<file path="src/rtl/demux_pkg.sv">
// Shared widths, types and control states for the 1-to-4 serial deserializer.
package demux_pkg;

    localparam int unsigned SEL_W  = 2;
    localparam int unsigned WORD_W = 4;

    typedef logic [SEL_W-1:0]  sel_t;
    typedef logic [WORD_W-1:0] word_t;

    // Slot index whose acceptance completes a word.
    localparam sel_t SEL_LAST = sel_t'(WORD_W - 1);

    // FILL: no word pending; HOLD: out carries an unconsumed word.
    typedef enum logic {
        FILL = 1'b0,
        HOLD = 1'b1
    } ctrl_state_t;

endpackage

</file>
<file path="src/rtl/demux_slot_dec.sv">
// Combinational 2-to-4 one-hot decoder: maps the fill slot to the word bit it writes.
module demux_slot_dec
    import demux_pkg::*;
#(
    parameter bit MSB_FIRST = 1'b1
) (
    input  sel_t  i_sel,
    output word_t o_we
);

    word_t w_onehot;

    assign w_onehot = word_t'(1) << i_sel;

    // Slot 0 lands on the top bit when MSB_FIRST, else on bit 0.
    always_comb begin
        o_we = '0;
        for (int k = 0; k < WORD_W; k++) begin
            o_we[k] = MSB_FIRST ? w_onehot[WORD_W-1-k] : w_onehot[k];
        end
    end

endmodule

</file>
<file path="src/rtl/demux1x4_deser.sv">
// Serial-to-4-bit deserializer with valid/ready on both sides.
// Optional feature: define DEMUX_PARITY_EN to add out_par (XOR of out).
module demux1x4_deser
    import demux_pkg::*;
#(
    parameter bit MSB_FIRST = 1'b1
) (
    input  logic  clk,
    input  logic  rst,
    input  logic  in,
    input  logic  in_valid,
    output logic  in_ready,
    output sel_t  s,
    output word_t out,
    output logic  out_valid,
`ifdef DEMUX_PARITY_EN
    output logic  out_par,
`endif
    input  logic  out_ready
);

    ctrl_state_t r_state;
    sel_t        r_sel;
    word_t       r_asm;
    word_t       r_out;
`ifdef DEMUX_PARITY_EN
    logic        r_par;
`endif

    word_t w_we;
    word_t w_word;
    logic  w_accept;
    logic  w_last;

    demux_slot_dec #(
        .MSB_FIRST (MSB_FIRST)
    ) u_slot_dec (
        .i_sel (r_sel),
        .o_we  (w_we)
    );

    // Only the final slot must wait for the pending word to drain.
    assign in_ready  = !((r_sel == SEL_LAST) && (r_state == HOLD) && !out_ready);
    assign w_accept  = in_valid && in_ready;
    assign w_last    = (r_sel == SEL_LAST);
    assign w_word    = (r_asm & ~w_we) | (w_we & {WORD_W{in}});

    assign s         = r_sel;
    assign out       = r_out;
    assign out_valid = (r_state == HOLD);
`ifdef DEMUX_PARITY_EN
    assign out_par   = r_par;
`endif

    // Assembly, slot counter and FILL/HOLD control with registered word output.
    always_ff @(posedge clk) begin
        if (rst) begin
            r_state <= FILL;
            r_sel   <= '0;
            r_asm   <= '0;
            r_out   <= '0;
`ifdef DEMUX_PARITY_EN
            r_par   <= 1'b0;
`endif
        end else begin
            if (w_accept) begin
                r_asm <= w_word;
                r_sel <= sel_t'(r_sel + sel_t'(1));
            end
            if (w_accept && w_last) begin
                r_out   <= w_word;
`ifdef DEMUX_PARITY_EN
                r_par   <= ^w_word;
`endif
                r_state <= HOLD;
            end else if ((r_state == HOLD) && out_ready) begin
                r_state <= FILL;
            end
        end
    end

endmodule

</file>
<file path="config.mk">
export PLATFORM = sky130hd
export DESIGN_NAME = demux1x4_deser
export DESIGN_NICKNAME = d
export VERILOG_FILES = /design/src/rtl/demux_pkg.sv /design/src/rtl/demux_slot_dec.sv /design/src/rtl/demux1x4_deser.sv
export SDC_FILE = /design/constraint.sdc
export NUM_CORES = 1
export LEC_CHECK = 0
export ABC_CLOCK_PERIOD_IN_PS = 1600
export BUFFER_PORTS_ARGS = -buffer_cell sky130_fd_sc_hd__buf_2
export CAP_MARGIN = 20
export CORE_AREA = 4 4 41 43
export CTS_CLUSTER_SIZE = 24
export DETAILED_ROUTE_END_ITERATION = 10
export DIE_AREA = 0 0 45 47
export PLACE_DENSITY = 0.65
export SYNTH_ARGS = -nofsm -noshare
export SYNTH_HDL_FRONTEND = slang
export SYNTH_SLANG_ARGS = --single-unit
</file>
<file path="constraint.sdc">
create_clock -name clk -period 1.6 [get_ports clk]
set_clock_uncertainty 0.1 [all_clocks]
set_input_delay 0.08 -clock clk [delete_from_list [all_inputs] [get_ports clk]]
set_output_delay 0.08 -clock clk [all_outputs]
set_load 0.03 [all_outputs]
</file>
==> metrics.log <==
[metrics] total number of clock tree sinks: 10
[metrics] number of routed nets with antenna violations: 0
[metrics] total DRC errors in the routed layout: 0
[metrics] number of nets produced by synthesis: 62
[metrics] worst path arrival time: 1.47 ns
[metrics] wire length of the first global-routing pass: 1.60 mm
[metrics] area of the core region: 0.00130 mm²
[metrics] post-route cell area: 616 µm²
[metrics] router iterations before antenna repair: 4
[metrics] Leak: 0.298 nW
[metrics] total negative setup slack: 0 ns
[metrics] required time worst endpoint: 1.66 ns
[metrics] htree depth: 1
[metrics] total standard cell area after synthesis: 536 µm²
[metrics] number of max-cap violations: 0
[metrics] antenna violations before repair: 0
[metrics] Placed Instances: 77
[metrics] overall via count from detail_route: 416
[metrics] setup repair after global routing missed its margin: no
[metrics] flops & latches, synth: 10
[metrics] vias in the first global route: 372
[metrics] clock buffer depth: 2
[metrics] IR drop worst, VDD: 0.547 mV
[metrics] gp weighted congestion: 0.704
[metrics] post-synthesis cell type count: 21
[metrics] worst rel slew slack: 83.4%
[metrics] area grow syn2layout: 15.0%
[metrics] CP Launch Type: register
[metrics] WL/cell: 12.1 µm
[metrics] area of the die: 0.00212 mm²
[metrics] minimum setup slack after placement: 0.193 ns
[metrics] final worst slack: 0.190 ns
[metrics] reg2reg setup slack: 0.19 ns
[metrics] worst hold margin: 0.0184 ns
[metrics] upper clock frequency limit: 709 MHz
[metrics] Power Density: 845 mW/mm²
[metrics] final slew viol count: 0
[metrics] fraction of the yosys area taken by sequential cells: 37.4%
[metrics] root cell of the clock tree: sky130_fd_sc_hd__clkbuf_4
[metrics] mean instance size in the synthesized netlist: 10.1 µm²
[metrics] Cell Area, Placed: 593 µm²
[metrics] count of yosys warnings during synthesis: 0
[metrics] Hold Vio Cnt, Final: 0
[metrics] path type of the worst min-delay path: input pin to register
[metrics] clock tree from TritonCTS: yes
[metrics] WS Path Type: register to register
[metrics] non-filler instance count after layout: 80
[metrics] Initial Utilization: 41.2%
[metrics] end-of-flow core utilization: 47.3%
[metrics] clock buffer count from CTS: 3
[metrics] instance count of the mapped netlist: 53
[metrics] Setup crit end kind: register
[metrics] Die Height: 47 µm
[metrics] pin count of the biggest net entering global routing: 14
[metrics] Skew-Pair Late Insertion Delay: 0.26 ns
[metrics] 1st-iter DRT viols: 11
[metrics] number of fill cells: 128
[metrics] status: finished, final reports clean
[metrics] hold buffer count at CTS: 0
[metrics] net count reported at finish: 76
[metrics] total inserted antenna cells: 0
[metrics] critical-path maximum fanout: 7
[metrics] final worst-path cycle share: 88.2%
[metrics] Worst Max-Slew Pin Slew: 0.248 ns
[metrics] # rows: 13
[metrics] global-route usage over all layers: 11.3%
[metrics] number of failing setup endpoints in the final timing report: 0
[metrics] post-layout min period: 1.41 ns
[metrics] # IOs: 13
[metrics] Detail Placement HPWL: 744 µm
[metrics] Overall Power: 0.520 mW
[metrics] total global routing overflow: 0
[metrics] via-per-instance ratio: 5.20
[metrics] port buffer count: 12
[metrics] Die Wd: 45 µm
[metrics] share of layout cells above drive strength 1: 32.3%
[metrics] number of post-CTS setup repair buffers: 0
[metrics] count of cells resized by post-cts repair: 0
[metrics] sum of routed wire length over all layers: 965 µm
[metrics] CTS clk-pin slew, worst paths: 0.06 ns
==> cells by family (layout without fill, tap and decap cells) <==
group / after synthesis / after routing / share of synthesized area [%]
and+or+nand+nor: 17 / 17 / 21.0
AOI/OAI and AO/OA: 10 / 10 / 11.9
DFF: 10 / 10 / 37.4
muxes: 7 / 7 / 14.0
buffers and inverters: 5 / 17 / 6.31
adders and majority gates: 4 / 4 / 9.35
==> power breakdown <==
group	internal [mW]	switching (mW)	leakage [nW]
Clock	0.0866	0.0792	0.0138
Sequential	0.261	0.00820	0.0819
Combinational	0.0369	0.0488	0.203
==> synthesized netlist by cell type <==
cell type	number	area (µm²)
sky130_fd_sc_hd__and2_2	1	7.51
sky130_fd_sc_hd__mux2i_1	6	60.1
sky130_fd_sc_hd__buf_6	2	22.5
sky130_fd_sc_hd__a311oi_1	3	26.3
sky130_fd_sc_hd__and2_1	1	6.26
sky130_fd_sc_hd__ha_1	4	50.1
sky130_fd_sc_hd__mux2_4	1	15.0
sky130_fd_sc_hd__clkbuf_1	1	3.75
sky130_fd_sc_hd__nand2_1	1	3.75
sky130_fd_sc_hd__inv_1	2	7.51
sky130_fd_sc_hd__nor2_1	2	7.51
sky130_fd_sc_hd__o31ai_1	1	7.51
sky130_fd_sc_hd__or2b_1	1	7.51
sky130_fd_sc_hd__nand3_1	4	20.0
sky130_fd_sc_hd__dfxtp_1	10	200
sky130_fd_sc_hd__nand3b_4	1	20.0
sky130_fd_sc_hd__a21oi_1	5	25.0
sky130_fd_sc_hd__nand2b_1	4	25.0
sky130_fd_sc_hd__o21ai_0	1	5.00
sky130_fd_sc_hd__nand4b_1	1	8.76
sky130_fd_sc_hd__nor2b_1	1	6.26
==> worst paths after layout <==
kind | cells after the start | startpoint | endpoint
max | 4 | s[0] | out[3]
min | 3 | in | out[0]
max reg2reg | 4 | s[0] | out[3]
min reg2reg | 2 | out[0] | out[0]
==> cells in the final DEF (no fill, tap or decap) <==
master / n
sky130_fd_sc_hd__inv_1: 2
sky130_fd_sc_hd__o31ai_1: 1
sky130_fd_sc_hd__nand2b_1: 4
sky130_fd_sc_hd__a311oi_1: 3
sky130_fd_sc_hd__nor2_1: 2
sky130_fd_sc_hd__and2_2: 1
sky130_fd_sc_hd__mux2_4: 1
sky130_fd_sc_hd__a21oi_1: 5
sky130_fd_sc_hd__dfxtp_1: 8
sky130_fd_sc_hd__ha_1: 3
sky130_fd_sc_hd__ha_2: 1
sky130_fd_sc_hd__or2b_1: 1
sky130_fd_sc_hd__clkbuf_4: 3
sky130_fd_sc_hd__nand3b_4: 1
sky130_fd_sc_hd__nand2_1: 1
sky130_fd_sc_hd__nor2b_1: 1
sky130_fd_sc_hd__dfxtp_2: 2
sky130_fd_sc_hd__and2_1: 1
sky130_fd_sc_hd__o21ai_0: 1
sky130_fd_sc_hd__nand3_1: 4
sky130_fd_sc_hd__mux2i_1: 6
sky130_fd_sc_hd__buf_2: 12
sky130_fd_sc_hd__nand4b_1: 1
==> critical path, stage by stage (launching register included) <==
cell and delay, ns:
sky130_fd_sc_hd__dfxtp_2 0.36, sky130_fd_sc_hd__ha_2 0.22, sky130_fd_sc_hd__and2_1 0.27, sky130_fd_sc_hd__a21oi_1 0.11
sky130_fd_sc_hd__a311oi_1 0.25
==> sequential cells by signal, indices dropped and copies added, names as in the netlist <==
name / count
out: 4
s: 2
out_valid: 1
r_asm: 3
==> layout make-up <==
cell class,count,area [µm²],share of cell area [%]
Timing Repair Buffer,12,60.1,9.76
Multi-Input combinational cell,38,304,49.4
Sequential cell,10,203,32.9
Clock buffer,3,22.5,3.66
Tap cell,15,18.8,3.05
Inverter,2,7.51,1.22
==> per-layer routing <==
layer	routed length [µm]	vias to the layer above	track usage [%]
met1	454	193	13.4
met4	17	0	9.94
met2	416	10	14.4
met3	77	2	6.13
met5	0	-	0
li1	-	211	-
Note: power is estimated with default switching activity, not from simulation.
